### config.mk
export PLATFORM = sky130hd
export DESIGN_NAME = ring_router_ctrl
export DESIGN_NICKNAME = d
export VERILOG_FILES = /design/src/rtl/ring_router_ctrl.sv
export SDC_FILE = /design/constraint.sdc
export NUM_CORES = 1
export LEC_CHECK = 0
export BUFFER_PORTS_ARGS = -buffer_cell sky130_fd_sc_hd__buf_2
export CAP_MARGIN = 20
export CORE_MARGIN = 3
export CORE_UTILIZATION = 59
export CTS_BUF_LIST = sky130_fd_sc_hd__clkbuf_8
export DETAILED_ROUTE_END_ITERATION = 10
export PLACE_DENSITY_LB_ADDON = 0.05
export SYNTH_ARGS = -nofsm -noshare
export SYNTH_HDL_FRONTEND = slang
export SYNTH_SLANG_ARGS = --single-unit
### constraint.sdc
create_clock -name clk -period 4.51 [get_ports clk]
set_clock_uncertainty 0.2 [all_clocks]
set_input_delay 0.2255 -clock clk [delete_from_list [all_inputs] [get_ports clk]]
set_output_delay 0.2255 -clock clk [all_outputs]
set_load 0.03 [all_outputs]
### src/rtl/ring_router_ctrl.sv
// Per-node ring router controller: header decode, three 2-way round-robin
// output arbiters, buffer strobes, VC polarity and saturating transfer counters.
module ring_router_ctrl #(
   parameter int   HOP_W         = 4,
   parameter int   CNT_W         = 16,
   parameter logic INIT_POLARITY = 1'b0
) (
   input  logic             clk,
   input  logic             reset,
   input  logic             cw_in_full,
   input  logic             cw_in_vc,
   input  logic [HOP_W-1:0] cw_in_hop,
   input  logic             ccw_in_full,
   input  logic             ccw_in_vc,
   input  logic [HOP_W-1:0] ccw_in_hop,
   input  logic             pe_in_full,
   input  logic             pe_in_vc,
   input  logic             pe_in_dir,
   input  logic             cw_out_empty,
   input  logic             ccw_out_empty,
   input  logic             pe_out_empty,
   output logic             cw_in_rd,
   output logic             ccw_in_rd,
   output logic             pe_in_rd,
   output logic             cw_out_wr,
   output logic             ccw_out_wr,
   output logic             pe_out_wr,
   output logic             cw_out_sel,
   output logic             ccw_out_sel,
   output logic             pe_out_sel,
   output logic             polarity,
   output logic [CNT_W-1:0] cw_out_cnt,
   output logic [CNT_W-1:0] ccw_out_cnt,
   output logic [CNT_W-1:0] pe_out_cnt
);

   localparam logic [CNT_W-1:0] CNT_MAX = '1;
   localparam logic [CNT_W-1:0] CNT_ONE = CNT_W'(1);

   logic prio_cw, prio_ccw, prio_pe;
   logic cw_elig, ccw_elig, pe_elig;
   logic r_cw0, r_cw1, r_ccw0, r_ccw1, r_pe0, r_pe1;
   logic g_cw0, g_cw1, g_ccw0, g_ccw1, g_pe0, g_pe1;

   // A packet only competes in the phase matching its virtual channel.
   assign cw_elig  = cw_in_full  && (cw_in_vc  == polarity);
   assign ccw_elig = ccw_in_full && (ccw_in_vc == polarity);
   assign pe_elig  = pe_in_full  && (pe_in_vc  == polarity);

   assign r_pe0  = cw_elig  && (cw_in_hop  == '0);
   assign r_cw0  = cw_elig  && (cw_in_hop  != '0);
   assign r_pe1  = ccw_elig && (ccw_in_hop == '0);
   assign r_ccw0 = ccw_elig && (ccw_in_hop != '0);
   assign r_cw1  = pe_elig  && !pe_in_dir;
   assign r_ccw1 = pe_elig  &&  pe_in_dir;

   // Lone requester always wins; on contention the priority bit picks the index.
   assign g_cw0  = cw_out_empty  && r_cw0  && (!r_cw1  || !prio_cw);
   assign g_cw1  = cw_out_empty  && r_cw1  && (!r_cw0  ||  prio_cw);
   assign g_ccw0 = ccw_out_empty && r_ccw0 && (!r_ccw1 || !prio_ccw);
   assign g_ccw1 = ccw_out_empty && r_ccw1 && (!r_ccw0 ||  prio_ccw);
   assign g_pe0  = pe_out_empty  && r_pe0  && (!r_pe1  || !prio_pe);
   assign g_pe1  = pe_out_empty  && r_pe1  && (!r_pe0  ||  prio_pe);

   assign cw_out_wr   = g_cw0  | g_cw1;
   assign ccw_out_wr  = g_ccw0 | g_ccw1;
   assign pe_out_wr   = g_pe0  | g_pe1;
   assign cw_out_sel  = g_cw1;
   assign ccw_out_sel = g_ccw1;
   assign pe_out_sel  = g_pe1;

   assign cw_in_rd  = g_cw0 | g_pe0;
   assign ccw_in_rd = g_ccw0 | g_pe1;
   assign pe_in_rd  = g_cw1 | g_ccw1;

   // Priority only rotates when a contended grant was actually issued.
   always_ff @(posedge clk) begin
      if (reset) begin
         polarity <= INIT_POLARITY;
         prio_cw  <= 1'b0;
         prio_ccw <= 1'b0;
         prio_pe  <= 1'b0;
      end else begin
         polarity <= ~polarity;
         if (cw_out_empty && r_cw0 && r_cw1)
            prio_cw <= ~prio_cw;
         if (ccw_out_empty && r_ccw0 && r_ccw1)
            prio_ccw <= ~prio_ccw;
         if (pe_out_empty && r_pe0 && r_pe1)
            prio_pe <= ~prio_pe;
      end
   end

   // Counters stick at all-ones rather than wrapping.
   always_ff @(posedge clk) begin
      if (reset) begin
         cw_out_cnt  <= '0;
         ccw_out_cnt <= '0;
         pe_out_cnt  <= '0;
      end else begin
         if (cw_out_wr && (cw_out_cnt != CNT_MAX))
            cw_out_cnt <= cw_out_cnt + CNT_ONE;
         if (ccw_out_wr && (ccw_out_cnt != CNT_MAX))
            ccw_out_cnt <= ccw_out_cnt + CNT_ONE;
         if (pe_out_wr && (pe_out_cnt != CNT_MAX))
            pe_out_cnt <= pe_out_cnt + CNT_ONE;
      end
   end

endmodule

==> summary.md, run 1 <==
| Metric | Value |
|---|---|
| Critical-path maximum fanout | 17 |
| RR Endpoint | cw_out_cnt[2]$_SDFFE_PP0P_ |
| Syn_area_per_cell | 8.40 µm² |
| Fmax | 350 MHz |
| Largest net degree at the start of global routing | 58 |
| Hold path depth | 4 |
| First-pass GRT wire length | 12.8 mm |
| I/O pins | 78 |
| Unique masters post-synth | 55 |
| Post-route cell area | 3430 µm² |
| Initial drt markers | 198 |
| Slowest cell on crit path | nor2_1 |
| Initial Util | 63.8% |
| GRT Util Overall | 26.4% |
| Worst Hold Class | primary input to flip-flop |
| Required time of the worst setup path | 4.08 ns |
| Leak Pwr | 1.33 nW |
| Vias | 2995 |
| Worst hold slack | 0.144 ns |
| Residual DRC | 0 |
| Detailed-router iteration count before antenna repair | 5 |
| Drt wl/cell | 16.1 µm |
| DR WL met3 | 507 µm |
| Post-Synth Simple-Gate Area | 30.4% |
| Skew-Pair Late Insertion Delay | 0.32 ns |
| Max-slew violation count | 0 |
| Vias in the first global route | 2685 |
| XOR/XNOR Fraction of Synth Area | 5.11% |
| Top sig layer | met4 |
| Share of cells above drive strength 1 | 24.9% |
| Most common cell after layout, fill and taps aside | buf_2 |
| Core region area | 4560 µm² |
| Most frequent cells in the layout | buf_2, dfxtp_1, nor2_1 |
| Critical Path AT | 2.43 ns |
| Synth warn | 0 |
| Setup slack, reg-to-reg | 1.77 ns |
| Synthesized area | 2910 µm² |
| Post-synthesis adder-cell area fraction | 1.29% |
| Synth Area in Compound Gates | 20.7% |
| Final hold vios | 0 |
| CP top delay family | simple AND/OR/NAND/NOR gates |
| Routed WL | 7.70 mm |
| Largest family of logic cells by synthesized area | simple AND/OR/NAND/NOR gates |
| Post-Syn Nets | 370 |
| Unrepaired setup endpoints after global routing | false |
| Post-Syn Instances | 347 |
| P&R area growth vs syn | 17.8% |
| Post-DP HPWL | 5.54 mm |
| Fill count | 391 |
| Initial antenna violation count | 0 |
| Synthesized flop and latch total | 52 |
| H-tree levels | 2 |
| Post-synth EDFFs | 0 |
| Crit Path Class | flip-flop to output port |
| Root Driver | clkbuf_8 |
| DIE WIDTH | 76.3 µm |
| Global route overflow | 0 |
| Cell area after placement | 3310 µm² |
| Detail Route Antenna Nets | 0 |
| CTS tree | built |
| Hold wc startpoint | pe_out_empty |
| DR vias/cell | 6.25 |
| Max-slew headroom | 24.2% |
| CP Capture Type | output port |
| Ys flop type | dfxtp_1 |
| Port-buffer cells | 77 |
| GP Congestion | 0.884 |
| Least-Margin Pin Slew | 1.13 ns |
| Register area share after synthesis | 35.7% |
| Final min period | 2.86 ns |
| Hold Buf Count CTS | 0 |
| Reg2reg start | cw_out_cnt[0]$_SDFFE_PP0P_ |
| Final Cycle Share | 63.4% |
| Num rows | 24 |
| M1 WL | 3.40 mm |
| Async SR Flop Fraction | 0% |
| Setup tns final | 0 ns |
| # diodes | 0 |
| Maximum clock path buffer count | 2 |
| Worst VDD drop | 0.241 mV |
| R2r worst-path depth | 6 |
| Status | completed |
| Die Y | 76.3 µm |
| CTS Buf Count | 5 |
| Worst-path clk slew | 0.10 ns |
| Max stage delay on crit path | 0.75 ns |
| Post_cts resized | 0 |
| Post-CTS Setup Inserts | 0 |
| Buf/Inv on CP | 2 |
| Routed wl met2 | 3.70 mm |
| Crit path cell chain | xnor2_1, and4_1, nor2_1, inv_1, buf_2 |
| Final setup viols | 0 |
| Mux contribution to synthesized area | 3.01% |
| Power density cells | 263 nW/µm² |
| Startpoint types | flip-flop |
| Nets | 436 |
| Die area | 5820 µm² |
| Clock sinks | 52 |
| Max-Cap Viols | 0 |
| Hold EP | prio_pe$_SDFFE_PP0P_ |
==> cell usage after synthesis, types with 3 or more instances <==
library cell / instances / area, µm²
or3_1: 11 / 68.8
o21ai_0: 9 / 45.0
nor3_1: 7 / 35.0
o31ai_1: 12 / 90.1
a31oi_1: 3 / 18.8
inv_1: 10 / 37.5
a311oi_1: 3 / 26.3
nand3_1: 23 / 115
clkbuf_1: 12 / 45.0
nand2_1: 23 / 86.3
and3_1: 5 / 31.3
nor2_1: 30 / 113
and4_1: 5 / 43.8
nor2b_1: 7 / 43.8
buf_2: 6 / 30.0
xor2_1: 4 / 35.0
dfxtp_1: 52 / 1040
a21oi_1: 24 / 120
mux2_2: 6 / 67.6
a211oi_1: 3 / 22.5
ha_1: 3 / 37.5
nand4_1: 12 / 75.1
a221oi_1: 8 / 70.1
xnor2_1: 13 / 114
and2_1: 4 / 25.0
nor4_1: 3 / 18.8
or4_1: 12 / 90.1
==> worst reg2reg max path, stage by stage (launching register included) <==
cell     delay [ns]
dfxtp_1        0.41
ha_1           0.26
nand4_1        0.12
nor3_1         0.92
a22oi_1        0.35
a21bo_2        0.30
a21oi_1        0.10
==> report_power, final <==
part           total, mW  internal, mW  switching [mW]
clock              0.355         0.196           0.159
combinational     0.0792        0.0240          0.0552
sequential         0.467         0.462         0.00499
==> metrics by stage <==
step                      total power [mW]  util, %  cells  setup WS [ns]
after detailed placement             0.556     72.4    471           1.87
after CTS                            0.906     75.2    479           1.69
after global routing                 0.937     75.2    479           1.51
final                                0.901     75.2    479           1.65
after floorplan                      0.530        -    347           1.77
after global placement               0.554     72.4    471           1.93
==> flip-flops by register name, indices dropped and copies added (netlist names) <==
| signal | count |
|---|---|
| prio_ccw | 1 |
| polarity | 1 |
| pe_out_cnt | 16 |
| prio_pe | 1 |
| ccw_out_cnt | 16 |
| prio_cw | 1 |
| cw_out_cnt | 16 |
==> cell type report <==
type,instances,area (µm²),area share [%]
Tap cell,65,81.3,2.37
Inverter,10,37.5,1.09
Sequential cell,52,1040,30.3
Multi-Input combinational cell,267,1760,51.3
Clock buffer,7,96.3,2.81
Timing Repair Buffer,77,385,11.2
Clock inverter,1,30.0,0.875
==> worst max-delay path by stage <==
stage                                     from  cells past startpoint                         end
floorplan                  polarity$_SDFF_PP0_                      5                    pe_in_rd
global placement    cw_out_cnt[0]$_SDFFE_PP0P_                      6  cw_out_cnt[2]$_SDFFE_PP0P_
detailed placement  cw_out_cnt[0]$_SDFFE_PP0P_                      6  cw_out_cnt[2]$_SDFFE_PP0P_
CTS                        polarity$_SDFF_PP0_                      5                  ccw_out_wr
global route               polarity$_SDFF_PP0_                      5                  ccw_out_wr
finish                     polarity$_SDFF_PP0_                      5                  ccw_out_wr
==> per-layer routing <==
| layer | GRT usage (%) | vias up |
|---|---|---|
| met3 | 6.97 | 10 |
| met2 | 43.1 | 115 |
| met1 | 34.1 | 1421 |
| met5 | 0 | - |
| met4 | 8.51 | 0 |
| li1 | - | 1449 |
==> cells by family after synthesis <==
family	after synthesis
fa+ha+maj	3
simple gates	156
compound gates	83
mux	8
flops	52
buf+inv	28
xor+xnor	17
No activity file was read; power rests on OpenSTA's default activity.
==> inputs of run 2 (changes only) <==
CORE_UTILIZATION = 55   (was 59)
clock period = 2.7 ns   (was 4.51 ns; I/O delays follow)
==> summary.md, run 2 (synthesis results as in run 1) <==
| Metric | Value |
|---|---|
| DIE WIDTH | 78.8 µm (was 76.3 µm) |
| Final hold vios | 0 (unchanged) |
| R2r worst-path depth | 5 (was 6) |
| Fill count | 434 (was 391) |
| Residual DRC | 0 (unchanged) |
| Routed WL | 7.21 mm (was 7.70 mm) |
| Hold path depth | 4 (unchanged) |
| CP Capture Type | output port (unchanged) |
| Final setup viols | 0 (unchanged) |
| CTS tree | built (unchanged) |
| DR vias/cell | 5.96 (was 6.25) |
| Max-Cap Viols | 0 (unchanged) |
| Hold Buf Count CTS | 0 (unchanged) |
| First-pass GRT wire length | 12.4 mm (was 12.8 mm) |
| Post-CTS Setup Inserts | 0 (unchanged) |
| Post_cts resized | 0 (unchanged) |
| Largest net degree at the start of global routing | 36 (was 58) |
| Required time of the worst setup path | 2.37 ns (was 4.08 ns) |
| Crit Path Class | flip-flop to output port (unchanged) |
| Port-buffer cells | 77 (unchanged) |
| Clock sinks | 52 (unchanged) |
| Worst Hold Class | primary input to flip-flop (unchanged) |
| Critical Path AT | 2.12 ns (was 2.43 ns) |
| Initial drt markers | 118 (was 198) |
| Initial antenna violation count | 0 (unchanged) |
| H-tree levels | 2 (unchanged) |
| Startpoint types | flip-flop (unchanged) |
| Drt wl/cell | 14.7 µm (was 16.1 µm) |
| Final min period | 2.45 ns |
| Detail Route Antenna Nets | 0 (unchanged) |
| Setup tns final | 0 ns (unchanged) |
| Post-DP HPWL | 5.36 mm (was 5.54 mm) |
| Placed insts | 482 (was 471) |
| Critical-path maximum fanout | 7 (was 17) |
| GRT Util Overall | 24.2% (was 26.4%) |
| I/O pins | 78 (unchanged) |
| Fmax | 408 MHz |
| Worst VDD drop | 0.290 mV (was 0.241 mV) |
| P&R area growth vs syn | 19.7% (was 17.8%) |
| CTS Buf Count | 5 (unchanged) |
| Share of cells above drive strength 1 | 26.5% (was 24.9%) |
| Layout Cells excl Fill | 490 (was 479) |
| Core region area | 4910 µm² (was 4560 µm²) |
| Skew-Pair Late Insertion Delay | 0.31 ns (was 0.32 ns) |
| Crit path cell chain | xnor2_1, and4_1, a21boi_0, or2_2, buf_2 (was xnor2_1, and4_1, nor2_1, inv_1, buf_2) |
| Final Cycle Share | 90.7% |
| Die area | 6210 µm² (was 5820 µm²) |
| Nets | 445 (was 436) |
| Power density cells | 418 nW/µm² (was 263 nW/µm²) |
| Leak Pwr | 1.37 nW (was 1.33 nW) |
| Root Driver | clkbuf_8 (unchanged) |
| Die Y | 78.8 µm (was 76.3 µm) |
| Initial Util | 59.3% (was 63.8%) |
| Global route overflow | 0 (unchanged) |
| Final worst slack | 0.250 ns (was 1.65 ns) |
| Max-slew violation count | 0 (unchanged) |
| Detailed-router iteration count before antenna repair | 4 (was 5) |
| Top flop regs | ccw_out_cnt: 16 flops, cw_out_cnt: 16 flops, pe_out_cnt: 16 flops (unchanged) |
| Most common cell after layout, fill and taps aside | buf_2 (unchanged) |
| Unrepaired setup endpoints after global routing | false (unchanged) |
| Vias in the first global route | 2753 (was 2685) |
| # diodes | 0 (unchanged) |
| Status | completed (unchanged) |
| GP Congestion | 0.903 (was 0.884) |
| Most frequent cells in the layout | buf_2, dfxtp_1, nor2_1 (unchanged) |
| Maximum clock path buffer count | 2 (unchanged) |
| Max-slew headroom | 56.8% (was 24.2%) |
| Place WS | 0.255 ns (was 1.87 ns) |
| Max stage delay on crit path | 0.52 ns (was 0.75 ns) |
| Worst-path clk slew | 0.10 ns (about the same) |
| Slowest cell on crit path | dfxtp_1 (was nor2_1) |
| Num rows | 25 (was 24) |
| Least-Margin Pin Slew | 0.648 ns (was 1.13 ns) |
| Vias | 2920 (was 2995) |
==> run 2: report_power, final <==
part           internal (mW)  switching (mW)
Sequential             0.772         0.00818
Combinational         0.0439          0.0905
Clock                  0.275           0.267
Total                   1.09           0.366
==> run 2: worst paths after layout <==
kind	endpoint	slack, ns	start
setup reg to reg	pe_out_cnt[9]$_SDFFE_PP0P_	0.29	polarity$_SDFF_PP0_
hold / removal	prio_pe$_SDFFE_PP0P_	0.06	pe_out_empty
setup / recovery	pe_in_rd	0.25	polarity$_SDFF_PP0_
hold reg to reg	pe_out_cnt[15]$_SDFFE_PP0P_	0.31	pe_out_cnt[15]$_SDFFE_PP0P_
==> run 2: metrics by stage <==
| stage | hold WS (ns) | util (%) | instance area [µm²] | total power [mW] |
|---|---|---|---|---|
| detailed placement | 0.287 | 68.7 | 3380 | 0.933 |
| CTS | 0.0443 | 71.0 | 3490 | 1.47 |
| floorplan | 0.176 | - | 2910 | 0.885 |
| global placement | 0.278 | 68.7 | 3380 | 0.930 |
| global route | 0.0888 | 71.0 | 3490 | 1.51 |
| finish | 0.0567 | 71.0 | 3490 | 1.46 |
==> run 2: per-layer routing <==
| layer | vias up | GRT usage, % | share of wire, % |
|---|---|---|---|
| met4 | 0 | 8.22 | 1.0 |
| met1 | 1373 | 30.6 | 45 |
| met3 | 5 | 3.63 | 4.7 |
| li1 | 1465 | - | - |
| met2 | 77 | 41.9 | 49 |
| met5 | - | 0 | 0 |
==> run 2: cell type report <==
| class | instances | area, µm² | area share (%) |
|---|---|---|---|
| well taps | 67 | 83.8 | 2.40 |
| clock buffers | 5 | 68.8 | 1.97 |
| clock inverters | 3 | 42.5 | 1.22 |
| flip-flops and latches | 52 | 1040 | 29.9 |
| repair buffers | 86 | 453 | 13.0 |
| multi-input cells | 267 | 1760 | 50.5 |
| inverters | 10 | 37.5 | 1.08 |
==> run 2: worst max-delay path, delay by kind of cell, from the launching register on <==
kind            cells  cell delay, ns
xor+xnor            1            0.23
flops               1            0.52
buf+inv             1            0.19
simple gates        2            0.51
compound gates      1            0.36
